==> src/rtl/riscv_pipe_pkg.sv <==
// Shared definitions for the instruction-fetch slice of the pipeline.
//   fetch_state_t    : fetch controller FSM states
//   PC_INCR          : sequential fetch stride in bytes
//   RESET_PC_DEFAULT : default first fetch address after reset
package riscv_pipe_pkg;

    typedef enum logic [1:0] {
        ST_BOOT  = 2'd0,
        ST_FETCH = 2'd1,
        ST_HOLD  = 2'd2,
        ST_DRAIN = 2'd3
    } fetch_state_t;

    localparam int unsigned PC_INCR          = 32'd4;
    localparam logic [31:0] RESET_PC_DEFAULT = 32'h0000_0000;

endpackage : riscv_pipe_pkg

==> src/rtl/fetch_pc_gen.sv <==
// Fetch PC generator: holds the next address to fetch.
// The FSM in fetch_ctrl decides when to redirect or advance. pc_next is the
// value the register takes at the coming edge. The controller also loads
// that value into imem_addr when it issues a new request.
// Ports:
//   clk, rst_n    : clock, asynchronous active-low reset
//   redirect_en   : load redirect_pc (word-aligned) as the new fetch PC
//   redirect_pc   : redirect target
//   advance_en    : step the fetch PC by PC_INCR (wraps modulo 2^W)
//   pc_next       : fetch PC value after the coming edge
module fetch_pc_gen
    import riscv_pipe_pkg::*;
#(
    parameter int unsigned                WORD_BITWIDTH = 32,
    parameter logic [WORD_BITWIDTH-1:0]   RESET_PC      = WORD_BITWIDTH'(RESET_PC_DEFAULT)
) (
    input  logic                     clk,
    input  logic                     rst_n,
    input  logic                     redirect_en,
    input  logic [WORD_BITWIDTH-1:0] redirect_pc,
    input  logic                     advance_en,
    output logic [WORD_BITWIDTH-1:0] pc_next
);

    // Instructions are word aligned; the two low target bits never reach the PC.
    localparam logic [WORD_BITWIDTH-1:0] ALIGN_MASK = ~WORD_BITWIDTH'(2'b11);
    localparam logic [WORD_BITWIDTH-1:0] INCR       = WORD_BITWIDTH'(PC_INCR);

    logic [WORD_BITWIDTH-1:0] pc_r;

    // Next fetch PC: redirect wins over sequential advance, otherwise hold.
    always_comb begin
        pc_next = pc_r;
        if (redirect_en) begin
            pc_next = redirect_pc & ALIGN_MASK;
        end else if (advance_en) begin
            pc_next = pc_r + INCR;
        end else begin
            pc_next = pc_r;
        end
    end

    // Fetch PC register.
    always_ff @(posedge clk or negedge rst_n) begin
        if (!rst_n) begin
            pc_r <= RESET_PC;
        end else begin
            pc_r <= pc_next;
        end
    end

endmodule : fetch_pc_gen

==> src/rtl/fetch_ctrl.sv <==
// Instruction fetch controller.
// Issues one instruction-memory request at a time. It presents each returned
// instruction to decode until decode accepts it (stall low). Branch redirects
// are honoured without abandoning a request already in flight. In that case
// the FSM drains the old request and then fetches the latched target.
// Ports:
//   clk, rst_n              : clock, asynchronous active-low reset
//   redirect, redirect_pc   : taken branch/jump and its target
//   stall                   : decode cannot accept the presented instruction
//   imem_req, imem_addr     : request to instruction memory (registered)
//   imem_ack, imem_rdata    : memory completion, data valid in the ack cycle
//   if_valid, if_pc, if_instr : instruction presented to decode (registered)
//   fetch_misalign          : only when FETCH_CTRL_ALIGN_CHECK_EN is defined;
//                             sticky flag for a misaligned redirect target,
//                             fetch parks until reset
module fetch_ctrl
    import riscv_pipe_pkg::*;
#(
    parameter int unsigned                WORD_BITWIDTH = 32,
    parameter logic [WORD_BITWIDTH-1:0]   RESET_PC      = WORD_BITWIDTH'(RESET_PC_DEFAULT)
) (
    input  logic                     clk,
    input  logic                     rst_n,
    input  logic                     redirect,
    input  logic [WORD_BITWIDTH-1:0] redirect_pc,
    input  logic                     stall,
    output logic                     imem_req,
    output logic [WORD_BITWIDTH-1:0] imem_addr,
    input  logic                     imem_ack,
    input  logic [WORD_BITWIDTH-1:0] imem_rdata,
    output logic                     if_valid,
    output logic [WORD_BITWIDTH-1:0] if_pc,
    output logic [WORD_BITWIDTH-1:0] if_instr
`ifdef FETCH_CTRL_ALIGN_CHECK_EN
    ,
    output logic                     fetch_misalign
`endif
);

    fetch_state_t             state_r;
    logic [WORD_BITWIDTH-1:0] pc_next_s;
    logic                     advance_s;
    logic                     park_s;

    // Step past an instruction only when it is actually delivered to decode.
    assign advance_s = (state_r == ST_FETCH) && imem_ack && !redirect;

    fetch_pc_gen #(
        .WORD_BITWIDTH (WORD_BITWIDTH),
        .RESET_PC      (RESET_PC)
    ) u_pc_gen (
        .clk         (clk),
        .rst_n       (rst_n),
        .redirect_en (redirect),
        .redirect_pc (redirect_pc),
        .advance_en  (advance_s),
        .pc_next     (pc_next_s)
    );

`ifdef FETCH_CTRL_ALIGN_CHECK_EN
    // Park as soon as a misaligned target is seen, and stay parked once flagged.
    assign park_s = fetch_misalign || (redirect && (redirect_pc[1:0] != 2'b00));

    // Sticky misalignment flag, cleared only by reset.
    always_ff @(posedge clk or negedge rst_n) begin
        if (!rst_n) begin
            fetch_misalign <= 1'b0;
        end else if (park_s) begin
            fetch_misalign <= 1'b1;
        end else begin
            fetch_misalign <= fetch_misalign;
        end
    end
`else
    assign park_s = 1'b0;
`endif

    // Fetch FSM with registered memory-request and decode-side outputs.
    always_ff @(posedge clk or negedge rst_n) begin
        if (!rst_n) begin
            state_r   <= ST_BOOT;
            imem_req  <= 1'b0;
            imem_addr <= RESET_PC;
            if_valid  <= 1'b0;
            if_pc     <= '0;
            if_instr  <= '0;
        end else if (park_s) begin
            state_r  <= ST_HOLD;
            imem_req <= 1'b0;
            if_valid <= 1'b0;
        end else begin
            case (state_r)
                // A late ack from a request cut off by reset is ignored here.
                ST_BOOT: begin
                    state_r   <= ST_FETCH;
                    imem_req  <= 1'b1;
                    imem_addr <= pc_next_s;
                end
                ST_FETCH: begin
                    if (redirect && imem_ack) begin
                        // Returned word belongs to the wrong path: drop it.
                        state_r   <= ST_FETCH;
                        imem_req  <= 1'b1;
                        imem_addr <= pc_next_s;
                    end else if (redirect) begin
                        // Keep the request on the bus; the target is latched.
                        state_r <= ST_DRAIN;
                    end else if (imem_ack) begin
                        state_r  <= ST_HOLD;
                        imem_req <= 1'b0;
                        if_valid <= 1'b1;
                        if_pc    <= imem_addr;
                        if_instr <= imem_rdata;
                    end else begin
                        state_r <= ST_FETCH;
                    end
                end
                ST_HOLD: begin
                    if (redirect || !stall) begin
                        state_r   <= ST_FETCH;
                        imem_req  <= 1'b1;
                        imem_addr <= pc_next_s;
                        if_valid  <= 1'b0;
                    end else begin
                        state_r <= ST_HOLD;
                    end
                end
                ST_DRAIN: begin
                    if (imem_ack) begin
                        state_r   <= ST_FETCH;
                        imem_addr <= pc_next_s;
                    end else begin
                        state_r <= ST_DRAIN;
                    end
                end
                default: begin
                    state_r  <= ST_BOOT;
                    imem_req <= 1'b0;
                    if_valid <= 1'b0;
                end
            endcase
        end
    end

endmodule : fetch_ctrl

==> config.mk <==
export PLATFORM = sky130hd
export DESIGN_NAME = fetch_ctrl
export DESIGN_NICKNAME = d
export VERILOG_FILES = /design/src/rtl/riscv_pipe_pkg.sv /design/src/rtl/fetch_pc_gen.sv /design/src/rtl/fetch_ctrl.sv
export SDC_FILE = /design/constraint.sdc
export NUM_CORES = 1
export LEC_CHECK = 0
export CORE_ASPECT_RATIO = 0.8
export CORE_MARGIN = 2
export CORE_UTILIZATION = 40
export CTS_BUF_LIST = sky130_fd_sc_hd__clkbuf_4
export CTS_CLUSTER_SIZE = 25
export DETAILED_ROUTE_END_ITERATION = 8
export PLACE_DENSITY = 0.71
export SYNTH_ARGS = -nofsm -noshare
export SYNTH_HDL_FRONTEND = slang
export SYNTH_HIERARCHICAL = 1
export SYNTH_SLANG_ARGS = --single-unit
export TNS_END_PERCENT = 100
==> constraint.sdc <==
create_clock -name clk -period 6.7 [get_ports clk]
set_clock_uncertainty 0.05 [all_clocks]
set_input_delay 2.01 -clock clk [delete_from_list [all_inputs] [get_ports clk]]
set_output_delay 2.01 -clock clk [all_outputs]
set_load 0.01 [all_outputs]
* Yosys cells after proc, flatten, opt, wreduce, memory -nomap -nowiden
Index checks and enable logic that the tools add are counted.
** Storage, ports and cells
- Register bits after elaboration :: 132
- Input bits :: 69
- Output and inout port bits :: 98
** Cells by class
- Add/sub/neg operators :: 1
- Equal/unequal tests :: 11
- Mux-type cells :: 22
- Bitwise operators :: 2
- Reductions and logical operators :: 13
** Operators by type and width (count)
- 2-to-1 mux 32 bit :: 5
- one-hot mux 32 bit (4 select lines) :: 1
- adder 32 x 3 -> 32 bit, second input constant :: 1
- 2-to-1 mux 2 bit :: 5
- != test 2 bit, second input constant :: 5
- 2-to-1 mux 1 bit :: 8
- one-hot mux 2 bit (4 select lines) :: 1
- AND reduction 4 bit :: 2
- != test 3 x 2 -> 1 bit, second input constant :: 2
- AND reduction 5 bit :: 1
- == test 2 bit, second input constant :: 2
- logical AND 1 bit :: 3
- one-hot mux 1 bit (3 select lines) :: 1
- AND reduction 3 bit :: 1
- nonzero test 3 bit :: 1
- == test 2 x 1 -> 1 bit, second input constant :: 1
- logical NOT 1 bit :: 2
- logical NOT 2 bit :: 1
- != test 2 x 1 -> 1 bit, second input constant :: 1
- NOT 1 bit :: 2
- one-hot mux 1 bit (2 select lines) :: 1
- nonzero test 2 bit :: 1
- logical OR 1 bit :: 1

* Depth between registers and ports, before layout
Gate-level depths: netlist of the first run.
- Depth after elaboration :: 7
- Mapped depth :: 8
- Gate-level depth less buffers :: 7

* Cells and area by module
Netlist of the first run, hierarchy kept.
** By module, submodules not included
- fetch_ctrl :: times used 1, cells an instance 228, area an instance 3836.2 sq um, sequential area each 2502.4 sq um
- fetch_pc_gen :: times used 1, cells an instance 209, area an instance 1849.3 sq um, sequential area each 800.8 sq um

* Worst setup path before layout of the first run
No wires, ideal clock.
- Path type :: input to register
- Start point :: input port redirect
- End point :: register imem_addr[22]
- Library setup time :: 0.065 ns
- Arrival :: 3.984 ns
- Required time :: 6.585 ns
- Setup slack :: 2.602 ns
- Cell stages on the path :: 8
- Path buffers :: 1
- Cells stage by stage :: nand2b_1 > nor2_1 > nand4_1 > or3_1 > clkbuf_1 > or4_1 > a31oi_1 > mux2_2
** On the way
- Word-level cells in the longest chain between the ends :: 6
** Ends and longest elaborated chain
- from (decl) :: RTL line fetch_ctrl.sv:24 : input logic redirect,
- logical NOT 1 bit * :: RTL line fetch_ctrl.sv:46 : assign advance_s = (state_r == ST_FETCH) && imem_ack && !redirect;
- logical AND 1 bit * :: RTL line fetch_ctrl.sv:46
- net advance_s :: RTL line fetch_ctrl.sv:42 : logic advance_s;
- 2-to-1 mux 32 bit * :: RTL line fetch_pc_gen.sv:36 : end else if (advance_en) begin
- 2-to-1 mux 32 bit * :: RTL line fetch_pc_gen.sv:34 : if (redirect_en) begin
- net pc_next_s[22] :: RTL line fetch_ctrl.sv:41 : logic [WORD_BITWIDTH-1:0] pc_next_s;
- 2-to-1 mux 32 bit, on equally long branches :: RTL line fetch_ctrl.sv:129, fetch_ctrl.sv:100, fetch_ctrl.sv:119
- one-hot mux 32 bit (4 select lines) * :: RTL line fetch_ctrl.sv:92 : case (state_r)
- to (signal assigned) :: RTL line fetch_ctrl.sv:97 : imem_addr <= pc_next_s;
- to (signal assigned) :: RTL line fetch_ctrl.sv:104 : imem_addr <= pc_next_s;
- to (signal assigned) :: RTL line fetch_ctrl.sv:131 : imem_addr <= pc_next_s;
- to (decl) :: RTL line fetch_ctrl.sv:28 : output logic [WORD_BITWIDTH-1:0] imem_addr,
The timed path passes the listed nets; every way through them passes the cells marked *. The select of a mux whose other input is x is not followed.
A chain may end at the register's enable or synchronous reset.

* Final worst setup path of the first run
- Start point :: input port imem_ack
- End point :: register imem_addr[22]
** On the way
- Word-level cells in the longest chain between the ends :: 6
** Ends and longest elaborated chain
- from (decl) :: RTL line fetch_ctrl.sv:29 : input logic imem_ack,
- logical AND 1 bit * (2 in a row) :: RTL line fetch_ctrl.sv:46
- net advance_s :: RTL line fetch_ctrl.sv:42
- 2-to-1 mux 32 bit * :: RTL line fetch_pc_gen.sv:36
- 2-to-1 mux 32 bit * :: RTL line fetch_pc_gen.sv:34
- net pc_next_s[22] :: RTL line fetch_ctrl.sv:41
- 2-to-1 mux 32 bit, on equally long branches :: RTL line fetch_ctrl.sv:129, fetch_ctrl.sv:100, fetch_ctrl.sv:119
- one-hot mux 32 bit (4 select lines) * :: RTL line fetch_ctrl.sv:92
Marked as above.

==> impl_metrics.json, run 1 <==
{
  "status": "finished, final reports clean",
  "cp-end-kind": "flop",
  "ys_seq_area_frac": 0.581,
  "antenna_found_initial": 0,
  "fillCellCount": 1140,
  "maxSlewViolCount": 0,
  "cpMaxStageDelayCell": "or3_1",
  "die_w_um": 137,
  "crit_chain": "clkdlybuf4s50_1 > nand2b_1 > nor2_1 > nand4_1 > or3_1 > or4_1 > a31oi_1 > mux2_2",
  "dp_slack_ns": 1.30,
  "hold_path_class": "flop to flop",
  "clk_transition_reported_paths_ns": 0.11,
  "synth_compound_area_frac": 0.0550,
  "num_rows": 38,
  "setup_viol": 0,
  "overflow": 0,
  "p_total_mw": 3.04,
  "rr_startpoint": "state_r[1]",
  "synth_top_area_cell": "dfrtp_1",
  "areaGrowthSynthToFinish_pct": 36.0,
  "wirelength_um": 13000,
  "min-delay-start": "if_instr[29]",
  "synth-edff-count": 0,
  "cp_max_fo": 12,
  "cts_root_buf": "clkbuf_4",
  "start_kind": "primary input",
  "cts_setup_buffers": 0,
  "maxCapViolCount": 0,
  "worst_slew_pin_slew_ns": 1.16,
  "worstSetupPathType": "primary input to flop",
  "dp_hpwl_um": 9110,
  "grt_pass1_wl_um": 21000,
  "cpPeakStageDelay_ns": 0.71,
  "cts_tree": "yes",
  "drt_iter0_drc": 218,
  "fp.dieH_um": 111,
  "die_area_sq_mm": 0.0152,
  "syn_nets": 509,
  "synth_fa_ha_area_frac": 0.00660,
  "gp_congestion": 0.815,
  "fin_ws_ns": 1.81,
  "fp.coreArea_sq_mm": 0.0137,
  "ctsHtreeMaxLevel": 4,
  "finalHoldViolCount": 0,
  "syn_avg_cell_area_sq_um": 13.0,
  "synth_top_cell_area_share": 0.581,
  "p_leak_nw": 3.12,
  "post_dp_cell_area_sq_mm": 0.00744,
  "cp.required_ns": 7.12,
  "final_util": 0.563,
  "postCtsHoldBufs": 0,
  "drive_above_1_share": 0.171,
  "firstDrtPassIters": 5,
  "antenna_cells": 0,
  "cts-resized-gates": 0,
  "vias": 4027,
  "min_period_ns": 4.89,
  "wl_per_cell_um": 16.4,
  "ant_nets": 0,
  "power.density_mw_per_mm2": 393,
  "ios": 167,
  "cts_made_buffers": 17,
  "grt_usage": 0.179,
  "worstPathArrival_ns": 5.30,
  "max_freq_mhz": 205,
  "ys_async_sr_fraction": 1.00,
  "grt_max_degree": 69,
  "synth-seq-cells": 132,
  "yosysWarnings": 6,
  "grt_pass1_vias": 4197,
  "fin_nets": 673,
  "startpoint": "imem_ack",
  "ys_types": 45,
  "stdcell_area_sq_mm": 0.00773,
  "irDropWorstVdd_v": 0.000244,
  "syn_area_sq_mm": 0.00569,
  "setup_tns_ns": 0,
  "drc_errors": 0,
  "synth-simple-area-share": 0.116,
  "viasPerCell": 5.07,
  "clockBufferDepth": 2,
  "clkLatencyLatePin_ns": 0.52,
  "rsz0062_at_grt": "false",
  "fin_crit_sh": 0.729,
  "synthFlopType": "dfrtp_1",
  "netlist_top_cells_area": "dfrtp_1, mux2_2, mux2_1",
  "postSynthCellCount": 437,
  "numPortBuffers": 164,
  "synth_top_family_by_area": "multiplexers",
  "clock-sinks": 132,
  "synth_mux_area_frac": 0.192,
  "slew_headroom": 0.223,
  "synth-xor-area-share": 0.0185,
  "start_util": 0.414
}
-- flip-flops by register name, summed over array words and instances (netlist names) --
register       flops
if_instr          32
if_pc             32
if_valid           1
imem_addr         32
imem_req           1
state_r            2
u_pc_gen/pc_r     32
-- synthesized netlist by cell type, types with 2 or more instances --
library cell    n
or4_2           3
nor2_1         15
dfrtp_1       132
xor2_1          5
nand2_1        30
o211ai_1        5
o31ai_1        10
buf_4           5
mux2_1         40
o21ai_0        13
nand2b_1        5
mux2_2         56
a31oi_1        12
o41ai_1         2
nor3_1          3
or4_1          15
ha_1            3
or4_4           2
nand3_1        15
nand3_2         2
or3_1           3
nand4_1         6
nor4_1          3
or2_2           2
buf_6           6
inv_1           8
clkbuf_1       10
nor2b_1         3
xnor2_1         7
-- cells in the final DEF, fill, tap and decap left out, types with 7 or more instances in the layout --
master / Yosys / routed
nand2_1: 30 / 30
o31ai_1: 10 / 10
xnor2_1: 7 / 7
mux2_1: 40 / 40
clkinv_2: 0 / 7
mux2_2: 56 / 56
o21ai_0: 13 / 13
or4_1: 15 / 15
clkbuf_4: 0 / 17
clkdlybuf4s50_1: 0 / 163
dfrtp_1: 132 / 132
a31oi_1: 12 / 12
nor2_1: 15 / 15
nand3_1: 15 / 15
inv_1: 8 / 8
-- kinds of logic (layout without fill, tap and decap cells) --
family	after synthesis	after routing
AOI/OAI and AO/OA	47	47
DFF	132	132
adders and majority gates	3	3
buffers and inverters	30	207
and+or+nand+nor	116	116
xor gates and xnor gates	12	12
muxes	97	97
-- cell type report --
| type | count | area [sq um] | area share |
|---|---|---|---|
| Clock inverter | 15 | 165 | 0.0214 |
| Clock buffer | 17 | 128 | 0.0165 |
| Inverter | 8 | 30.0 | 0.00388 |
| Multi-Input combinational cell | 275 | 2210 | 0.286 |
| Tap cell | 180 | 225 | 0.0291 |
| Sequential cell | 132 | 3300 | 0.427 |
| Timing Repair Buffer | 167 | 1670 | 0.215 |
-- worst paths after layout --
path                                      end  slack (ns)  depth (start not counted)
worst max-delay path            imem_addr[22]        1.81                          8
worst min-delay path             if_instr[29]        0.44                          1
worst max register to register  imem_addr[22]        3.31                          7
worst min register to register   if_instr[29]        0.44                          1
max in group asynchronous        if_instr[19]        3.92                          2
min in group asynchronous         if_instr[0]        1.41                          1
-- critical path, delay by kind of cell --
kind                   cells  cell delay [ns]
buffers and inverters      1             0.54
AOI/OAI and AO/OA          1             0.22
and+or+nand+nor            5             2.37
muxes                      1             0.17
-- report_power, final --
group	total [mW]	switching [mW]	internal, mW
Combinational	1.20	0.446	0.753
Clock	0.545	0.291	0.254
Sequential	1.29	0.193	1.10
-- routing by layer --
metal | track usage | part of all wire | vias up
met2 | 0.273 | 0.47 | 113
met5 | 0 | 0 | -
li1 | - | - | 1931
met4 | 0.0701 | 0.015 | 0
met1 | 0.241 | 0.46 | 1966
met3 | 0.0487 | 0.057 | 17
-- through the flow --
step                hold slack (ns)  std cells
floorplan                     0.422        437
global placement              0.412        762
detailed placement            0.423        762
CTS                           0.448        794
global route                  0.470        794
finish                        0.445        794
No activity file was read; power rests on OpenSTA's default activity.
==> run 2: changes to the inputs <==
- PLACE_DENSITY: 0.71 -> 0.74
- clock period: 6.7 -> 4.07 ns (I/O delays scaled with it)
==> impl_metrics.json, run 2 (synthesis results as in run 1) <==
{
  "status": "finished, final reports clean",
  "final_cell_mix": "clkdlybuf4s50_1, dfrtp_1, mux2_2",
  "power.density_mw_per_mm2": 633,
  "viasPerCell": 5.13,
  "met1_usage": 0.230,
  "vias": 4100,
  "numPortBuffers": 164,
  "ant_nets": 0,
  "rsz0062_at_grt": "false",
  "clock-sinks": 132,
  "use_met2": 0.294,
  "final_util": 0.562,
  "postCtsHoldBufs": 0,
  "clkLatencyLatePin_ns": 0.52,
  "cts-resized-gates": 0,
  "max_freq_mhz": 295,
  "start_kind": "primary input",
  "r2r_setup_slack_ns": 1.39,
  "grt_use_met3": 0.0487,
  "dp_hpwl_um": 9410,
  "r2r_cells": 7,
  "layout_commonest_cell": "clkdlybuf4s50_1",
  "cpPeakStageDelay_ns": 0.54,
  "slew_headroom": 0.239,
  "cts_tree": "yes",
  "firstDrtPassIters": 5,
  "crit_chain": "clkdlybuf4s50_1 > nand2b_1 > nor2_1 > nand3_1 > or4_4 > or4_1 > a31oi_1 > mux2_2",
  "drt_iter0_drc": 149,
  "finalHoldViolCount": 0,
  "die_w_um": 137,
  "worst_slew_pin_slew_ns": 1.14,
  "irDropWorstVdd_v": 0.000365,
  "num_rows": 38,
  "grt_pass1_wl_um": 21100,
  "worstSetupPathDepth": 8,
  "grt-busiest-layer": "met2",
  "clk_transition_reported_paths_ns": 0.11,
  "grt_usage": 0.180,
  "clockBufferDepth": 2,
  "start_util": 0.414,
  "setup_tns_ns": 0,
  "timing.rr.end": "imem_addr[23]",
  "stdcell_area_sq_mm": 0.00773,
  "gp_congestion": 0.800,
  "maxSlewViolCount": 0,
  "maxCapViolCount": 0,
  "dp.cells": 767,
  "fin_ws_ns": 0.679,
  "antenna_found_initial": 1,
  "worstSetupPathType": "primary input to flop",
  "dp_slack_ns": 0.150,
  "post_dp_cell_area_sq_mm": 0.00749,
  "setup_viol": 0,
  "cts_setup_buffers": 0,
  "worstPathArrival_ns": 3.80,
  "grt_pass1_vias": 4235,
  "fin_nets": 678,
  "crit_family": "simple AND/OR/NAND/NOR gates",
  "min_period_ns": 3.39,
  "p_leak_nw": 3.12,
  "fin_crit_sh": 0.833,
  "hold_ws_ns": 0.446,
  "critPathBufInv": 1,
  "drc_errors": 0,
  "cp_max_fo": 14,
  "hold_path_class": "flop to flop",
  "cts_made_buffers": 17,
  "cts_root_buf": "clkbuf_4",
  "hold_end": "if_pc[13]",
  "die_area_sq_mm": 0.0152,
  "cp.required_ns": 4.47,
  "fp.dieH_um": 111,
  "p_total_mw": 4.89,
  "hold_path_depth": 1,
  "rr_startpoint": "state_r[1]",
  "ios": 167,
  "drive_above_1_share": 0.173,
  "min-delay-start": "if_pc[13]",
  "wl_per_cell_um": 16.4,
  "overflow": 0,
  "grt_max_degree": 109,
  "finalNonFillerCells": 799,
  "fp.coreArea_sq_mm": 0.0137,
  "ctsHtreeMaxLevel": 4,
  "cp-end-kind": "flop",
  "wirelength_um": 13100,
  "cpMaxStageDelayCell": "or4_4",
  "areaGrowthSynthToFinish_pct": 35.9
}
## run 2: changes by cell type in the layout (fill, tap and decap cells not counted)
| cell | change |
|---|---|
| buf_4 | +4 |
| clkbuf_4 | +3 |
| clkinv_2 | -3 |
| bufinv_16 | -2 |
| clkinv_1 | +2 |
| buf_12 | +1 |
| clkinv_4 | -1 |
| diode_2 | +1 |
## run 2: worst max path at each step
stage | startpoint | end | slack, ns
finish | redirect | imem_addr[23] | 0.68
global route | redirect | imem_addr[23] | 0.57
CTS | redirect | imem_addr[23] | 0.71
detailed placement | redirect | imem_addr[23] | 0.15
global placement | redirect | imem_addr[22] | 0.24
floorplan | redirect | imem_addr[22] | 0.76
## run 2: cell type report
| class | instances | area, sq um |
|---|---|---|
| diodes | 1 | 2.50 |
| clock buffers | 20 | 150 |
| clock inverters | 11 | 88.8 |
| fillers | 1151 | 6010 |
| inverters | 8 | 30.0 |
| multi-input cells | 275 | 2210 |
| flip-flops and latches | 132 | 3300 |
| well taps | 180 | 225 |
| repair buffers | 172 | 1720 |
## run 2: report_power, final
group	switching [mW]	leakage (nW)	internal (mW)	total, mW
clock network	0.464	0.129	0.312	0.776
registers	0.322	1.57	1.81	2.13
logic	0.737	1.42	1.25	1.98
total	1.52	3.12	3.37	4.89
## run 2: routing by layer
layer,wire (um),vias to the layer above
met3,768,10
li1,-,1943
met5,0,-
met2,6430,115
met4,118,0
met1,5820,2032
